$ cat config.mk
export PLATFORM = sky130hd
export DESIGN_NAME = interrupt_register
export DESIGN_NICKNAME = d
export VERILOG_FILES = /design/src/rtl/interrupt_flag.sv /design/src/rtl/interrupt_register.sv
export SDC_FILE = /design/constraint.sdc
export NUM_CORES = 1
export LEC_CHECK = 0
export CAP_MARGIN = 20
export CORE_AREA = 2 2 39 41
export DETAILED_ROUTE_END_ITERATION = 12
export DIE_AREA = 0 0 41 43
export MAX_ROUTING_LAYER = met4
export PLACE_DENSITY_LB_ADDON = 0.1
export SYNTH_ARGS = -nofsm -noshare
export SYNTH_HDL_FRONTEND = slang
export SYNTH_SLANG_ARGS = --single-unit
$ cat constraint.sdc
create_clock -name CLK -period 2.2 [get_ports CLK]
set_input_delay 0.33 -clock CLK [delete_from_list [all_inputs] [get_ports CLK]]
set_output_delay 0.33 -clock CLK [all_outputs]
set_load 0.02 [all_outputs]
$ cat src/rtl/interrupt_flag.sv
// -----------------------------------------------------------------------------
// interrupt_flag
// One state bit with an asynchronous, active-high clear. The cell has two modes:
//   STICKY = 0 (load mode)   : q loads d on a rising clk edge when load_en = 1,
//                              and holds its value otherwise.
//   STICKY = 1 (sticky mode) : q sets to 1 on any rising clk edge where d = 1.
//                              Once set, only clr returns it to 0.
//                              load_en is ignored in this mode.
// Ports:
//   clk     - rising-edge clock
//   clr     - asynchronous, active-high clear
//   load_en - load enable (used in load mode only)
//   d       - data input, or set request in sticky mode
//   q       - flop output, with no combinational path from any input
// -----------------------------------------------------------------------------
module interrupt_flag #(
  parameter bit STICKY = 1'b0
) (
  input  logic clk,
  input  logic clr,
  input  logic load_en,
  input  logic d,
  output logic q
);

  always_ff @(posedge clk or posedge clr) begin
    if (clr) begin
      q <= 1'b0;
    end else if (STICKY) begin
      // Set-only: a zero on d never clears the flag.
      if (d) begin
        q <= 1'b1;
      end
    end else if (load_en) begin
      q <= d;
    end
  end

endmodule

$ cat src/rtl/interrupt_register.sv
// -----------------------------------------------------------------------------
// interrupt_register
// Captures four switch levels under a write strobe.
// Latches four button requests as sticky interrupt flags.
// Each output comes straight from its own flop.
// Inputs are sampled as they arrive. No synchronizer is added here, so
// synchronizing and debouncing the inputs is left to the surrounding design.
// Ports:
//   CLK                          - system clock (rising edge)
//   CLR                          - asynchronous, active-high clear of all state
//   Write                        - switch-capture enable
//   Sw0..Sw3                     - switch levels to capture
//   North/South/East/West_Button - interrupt request levels
//   Sw0_State..Sw3_State         - captured switch bits
//   *_Button_State               - sticky interrupt flags
// -----------------------------------------------------------------------------
module interrupt_register (
  input  logic CLK,
  input  logic CLR,
  input  logic Write,
  input  logic Sw0,
  input  logic Sw1,
  input  logic Sw2,
  input  logic Sw3,
  input  logic North_Button,
  input  logic South_Button,
  input  logic East_Button,
  input  logic West_Button,
  output logic Sw0_State,
  output logic Sw1_State,
  output logic Sw2_State,
  output logic Sw3_State,
  output logic North_Button_State,
  output logic South_Button_State,
  output logic East_Button_State,
  output logic West_Button_State
);

  // Bit order in the internal vectors: [0]=Sw0/North, [1]=Sw1/South,
  // [2]=Sw2/East, [3]=Sw3/West.
  logic [3:0] sw_in;
  logic [3:0] btn_in;
  logic [3:0] sw_state;
  logic [3:0] btn_state;

  assign sw_in  = {Sw3, Sw2, Sw1, Sw0};
  assign btn_in = {West_Button, East_Button, South_Button, North_Button};

  genvar gi;
  generate
    for (gi = 0; gi < 4; gi++) begin : g_cells
      interrupt_flag #(.STICKY(1'b0)) u_sw_flag (
        .clk     (CLK),
        .clr     (CLR),
        .load_en (Write),
        .d       (sw_in[gi]),
        .q       (sw_state[gi])
      );

      // Button flags do not depend on Write.
      // Their enable is tied high and the sticky cell ignores it.
      interrupt_flag #(.STICKY(1'b1)) u_btn_flag (
        .clk     (CLK),
        .clr     (CLR),
        .load_en (1'b1),
        .d       (btn_in[gi]),
        .q       (btn_state[gi])
      );
    end
  endgenerate

  assign Sw0_State          = sw_state[0];
  assign Sw1_State          = sw_state[1];
  assign Sw2_State          = sw_state[2];
  assign Sw3_State          = sw_state[3];
  assign North_Button_State = btn_state[0];
  assign South_Button_State = btn_state[1];
  assign East_Button_State  = btn_state[2];
  assign West_Button_State  = btn_state[3];

endmodule

; ---- After elaboration in Yosys (flattened, before gate mapping)
; Index checks and enable logic that the tools add are counted.
[word_totals]
out_inout_bits = 8
reg_bits = 8
in_bits = 11

; ---- Longest topological paths before layout
[depth]
word_depth = 0
ltp_mapped = 1

; ---- By module
; Synthesis repeated with hierarchy kept, for this count alone.
[unflattened]
cells_unflattened = 25
hier_area_um2 = 319.1
[by_module_without_submodules]
columns = module, n_inst, area_per_inst_um2, seq_area_each_um2, cells_per_inst
row1 = interrupt_flag at g_cells[0].u_sw_flag ..., 4, 43.8, 25.0, 3
row2 = interrupt_flag at g_cells[0].u_btn_flag ..., 4, 35.0, 25.0, 3
row3 = interrupt_register, 1, 3.8, 0.0, 1

; ---- Least setup slack after synthesis
; OpenSTA, ideal clock, no wires.
[synth_path]
path_type = register -> register
from = reg, netlist name g_cells[0].u_sw_flag.q
to = reg g_cells[0].u_sw_flag.q
path_buffers = 0
setup_time_ps = 127
t_arrival_ps = 718
path_slack_ps = 1354
stages_incl_launch_ff = 2
path_cell_list = dfrtp_1 > mux2_1
[synth_rtl]
columns = element, line
row1 = end signal: assignment, interrupt_flag.sv:28  ; q <= 1'b0;
row2 = end signal: assignment, interrupt_flag.sv:32  ; q <= 1'b1;
row3 = end signal: assignment, interrupt_flag.sv:35  ; q <= d;
row4 = end: declaration, interrupt_flag.sv:23  ; output logic q

; ---- Worst setup path after layout
[layout_path]
from = reg g_cells[1].u_btn_flag.q
to = out South_Button_State
[layout_rtl]
columns = element, line
row1 = start: declaration, interrupt_flag.sv:23
row2 = start signal: assignment, interrupt_flag.sv:28
row3 = start signal: assignment, interrupt_flag.sv:32
row4 = start signal: assignment, interrupt_flag.sv:35
row5 = end: declaration, interrupt_register.sv:34  ; output logic South_Button_State,
; No word-level cell between the ends.

==> flow_summary_export.csv <==
group,metric,value,unit
outcome,outcome,"finished clean",
finish,n_fill_cell,129,
timing,hold_violations,0,
place,finalWeightedCongestion,0.511,
yosys,synth_async_reset_ratio,100,%
power_and_ir_drop,static-leakage-power,0.000192,uW
grt,grt_first_pass_wirelength,876,um
route,dr_total_vias,207,
critical_path,critPathSlowestCell,"sky130_fd_sc_hd__clkdlybuf4s50_1",
route,totalWireLength,543,um
power_and_ir_drop,pwr_density_cell,650,mW/mm^2
yosys,synth.cells.most_frequent,"8 x sky130_fd_sc_hd__dfrtp_1, 4 x sky130_fd_sc_hd__mux2_1, 4 x sky130_fd_sc_hd__or2_1, 1 x sky130_fd_sc_hd__inv_1",
floorplanning,initial_utilization,19.8,%
finish,multiInputGateArea,70.1,sq um
worst_hold_path,hp-class,"in -> async",
clock_tree,cts_buffer_depth,2,
floorplanning,number_of_rows_in_the_core_area,14,
clock_tree,clock_sinks,8,
power_and_ir_drop,ir_drop,0.255,mV
yosys,synth.yosys.seq_area_share,73.1,%
yosys,syn_area,274,sq um
route,dr.pass1.iters,1,
floorplanning,die_wd,41,um
critical_path,critPathCapture,"South_Button_State",
timing,total_setup_violations_reported_at_the_end_of_the_flow,0,
critical_path,r2r_setup_slack,1.43,ns
grt,via_count_of_the_first_global_routing_pass,223,
grt,grt_antenna_before_repair,0,
critical_path,crit-reg2reg-capture,"g_cells[1].u_sw_flag.q",
timing,clock-skew-final,0,ns
critical_path,path_cells,"clkdlybuf4s50_1",
critical_path,worst-path-stages,1,
floorplanning,die_area,0.00176,sq mm
clock_tree,post-cts-setup-buffer-count,0,
critical_path,rr_startpoint,"g_cells[1].u_sw_flag.q",
place,dp.cells,51,
floorplanning,pin_count,19,
critical_path,worstPathMaxFanout,2,
grt,largest_net_degree_at_the_start_of_global_routing,9,
timing,max_freq,655,MHz
yosys,yosys.cell_types.count,4,
yosys,postSynthNetCount,28,
yosys,synthFlopType,"sky130_fd_sc_hd__dfrtp_1",
finish,instances_no_fill,54,
clock_tree,clk-insertion-delay-late,0.25,ns
timing,final_max_slew_viol_count,0,
clock_tree,clk_pin_slew_worst_paths,0.06,ns
yosys,netlist.top_cell.by_area,"sky130_fd_sc_hd__dfrtp_1",
yosys,syn_inst,17,
yosys,ys_seq_elements,8,
finish,seq_area,200,sq um
clock_tree,clock_tree.root_cell,"sky130_fd_sc_hd__clkbuf_4",
critical_path,worst_path_required,1.87,ns
timing,unrepaired_setup_endpoints_after_global_routing,"no",
critical_path,worst_path_dominant_cell_family,"buffers and inverters",
floorplanning,core_region_area,0.00138,sq mm
yosys,post_synth_main_area_contributors,"sky130_fd_sc_hd__dfrtp_1 73%, sky130_fd_sc_hd__mux2_1 16%, sky130_fd_sc_hd__or2_1 9.1%",
critical_path,critical_path.startpoint,"g_cells[1].u_btn_flag.q",
route,detail_route.wl_per_cell,10.1,um
yosys,synth-edff-count,0,
yosys,synth_area_per_inst,16.1,sq um
route,remaining_drc_errors,0,
timing,min_period_over_period,69.4,%
finish,syn_to_final_growth,81.3,%
clock_tree,post_cts_resize_count,0,
critical_path,critPathBufInv,1,
yosys,synth.top_cell.area_share,73.1,%
flow_run,max_cap_violations,0,
yosys,synth_warnings,0,
grt,gr-total-overflow,0,
finish,antennaDiodeCount,0,
timing,worst_slew_pin_slew,0.307,ns
timing,final.setup.tns,0,ns
route,number_of_nets_with_antenna_violations_after_routing,0,
critical_path,timing.critical_path.to_type,"output pin",
clock_tree,cts_inserted_buffers,3,
timing,relSlewSlack,79.5,%
clock_tree,cts.htree.levels,1,
grt,global_route.usage.total,8.41,%
clock_tree,clock_tree_from_tritoncts,"done",
finish,layout-drive-gt1-share,7.89,%
clock_tree,cts_hold_buf,0,
critical_path,worst_path_largest_cell_delay,0.60,ns
critical_path,r2r.worst_path.cells,1,
critical_path,worstSetupStartpointType,"flop",
place,portBuffers,18,
critical_path,crit_arrival,1.20,ns
route,detail_route.vias_per_cell,3.83,
floorplanning,die_height,43,um
route,drt-initial-drc-count,0,
yosys,yosysMostFrequentCell,"sky130_fd_sc_hd__dfrtp_1",
finish,final_nets,51,
timing,finalCriticalPeriod,1.53,ns
critical_path,startpoint_to_endpoint_class_of_the_critical_path,"reg -> out",
## cell type report
cell class / count / share of cell area [%]
sequential: 8 / 40.3
clock buffer: 3 / 4.53
tap: 16 / 4.03
timing repair buffer: 18 / 36.3
inverter: 1 / 0.756
multi-input combinational: 8 / 14.1
## sequential cells by signal, summed over array words and instances, names as in the netlist
register              count
g_cells.u_btn_flag.q      4
g_cells.u_sw_flag.q       4
## cell usage in the layout (no fill, tap or decap)
| master | count |
|---|---|
| sky130_fd_sc_hd__inv_1 | 1 |
| sky130_fd_sc_hd__clkdlybuf4s50_1 | 18 |
| sky130_fd_sc_hd__or2_1 | 4 |
| sky130_fd_sc_hd__dfrtp_1 | 8 |
| sky130_fd_sc_hd__mux2_1 | 4 |
| sky130_fd_sc_hd__clkbuf_4 | 3 |
## kinds of logic (layout without fill, tap and decap cells)
family	after synthesis	after routing	share of synthesized area [%]
buffers and inverters	1	22	1.37
flip-flops	8	8	73.1
multiplexers	4	4	16.4
AND/OR/NAND/NOR	4	4	9.13
## how the worst min path moves through the flow
stage	from	endpoint	slack [ns]	depth (start not counted)
4_1_cts	CLR	g_cells[3].u_btn_flag.q	0.32	2
6_report	CLR	g_cells[1].u_sw_flag.q	0.32	2
5_1_grt	CLR	g_cells[3].u_btn_flag.q	0.35	2
3_5_place_dp	g_cells[2].u_btn_flag.q	g_cells[2].u_btn_flag.q	0.45	1
2_1_floorplan	CLR	g_cells[0].u_btn_flag.q	0.15	1
3_3_place_gp	g_cells[3].u_btn_flag.q	g_cells[3].u_btn_flag.q	0.45	1
## metrics by stage
stage | cell area, sq um | power [uW] | setup WS [ns] | util [%] | hold slack [ns]
after global placement | 474 | 212 | 0.848 | 34.3 | 0.450
final | 497 | 323 | 0.673 | 35.9 | 0.316
after floorplan | 274 | 178 | 1.35 | - | 0.146
after detailed placement | 474 | 213 | 0.828 | 34.3 | 0.453
after global routing | 497 | 345 | 0.618 | 35.9 | 0.348
after CTS | 497 | 330 | 0.663 | 35.9 | 0.323
## report_power, final
part / internal (uW) / switching (uW) / total, uW
logic: 32.2 / 19.4 / 51.6
clock network: 62.5 / 51.0 / 114
registers: 155 / 3.11 / 158
## per-layer routing
layer / vias to the layer above / routed length (um) / GRT usage [%]
li1: 97 / - / -
met1: 97 / 217 / 7.62
met2: 13 / 263 / 11.6
met3: 0 / 62 / 3.14
met4: 0 / 0 / 10.0
met5: - / 0 / -
Note: power is estimated with default switching activity, not from simulation.
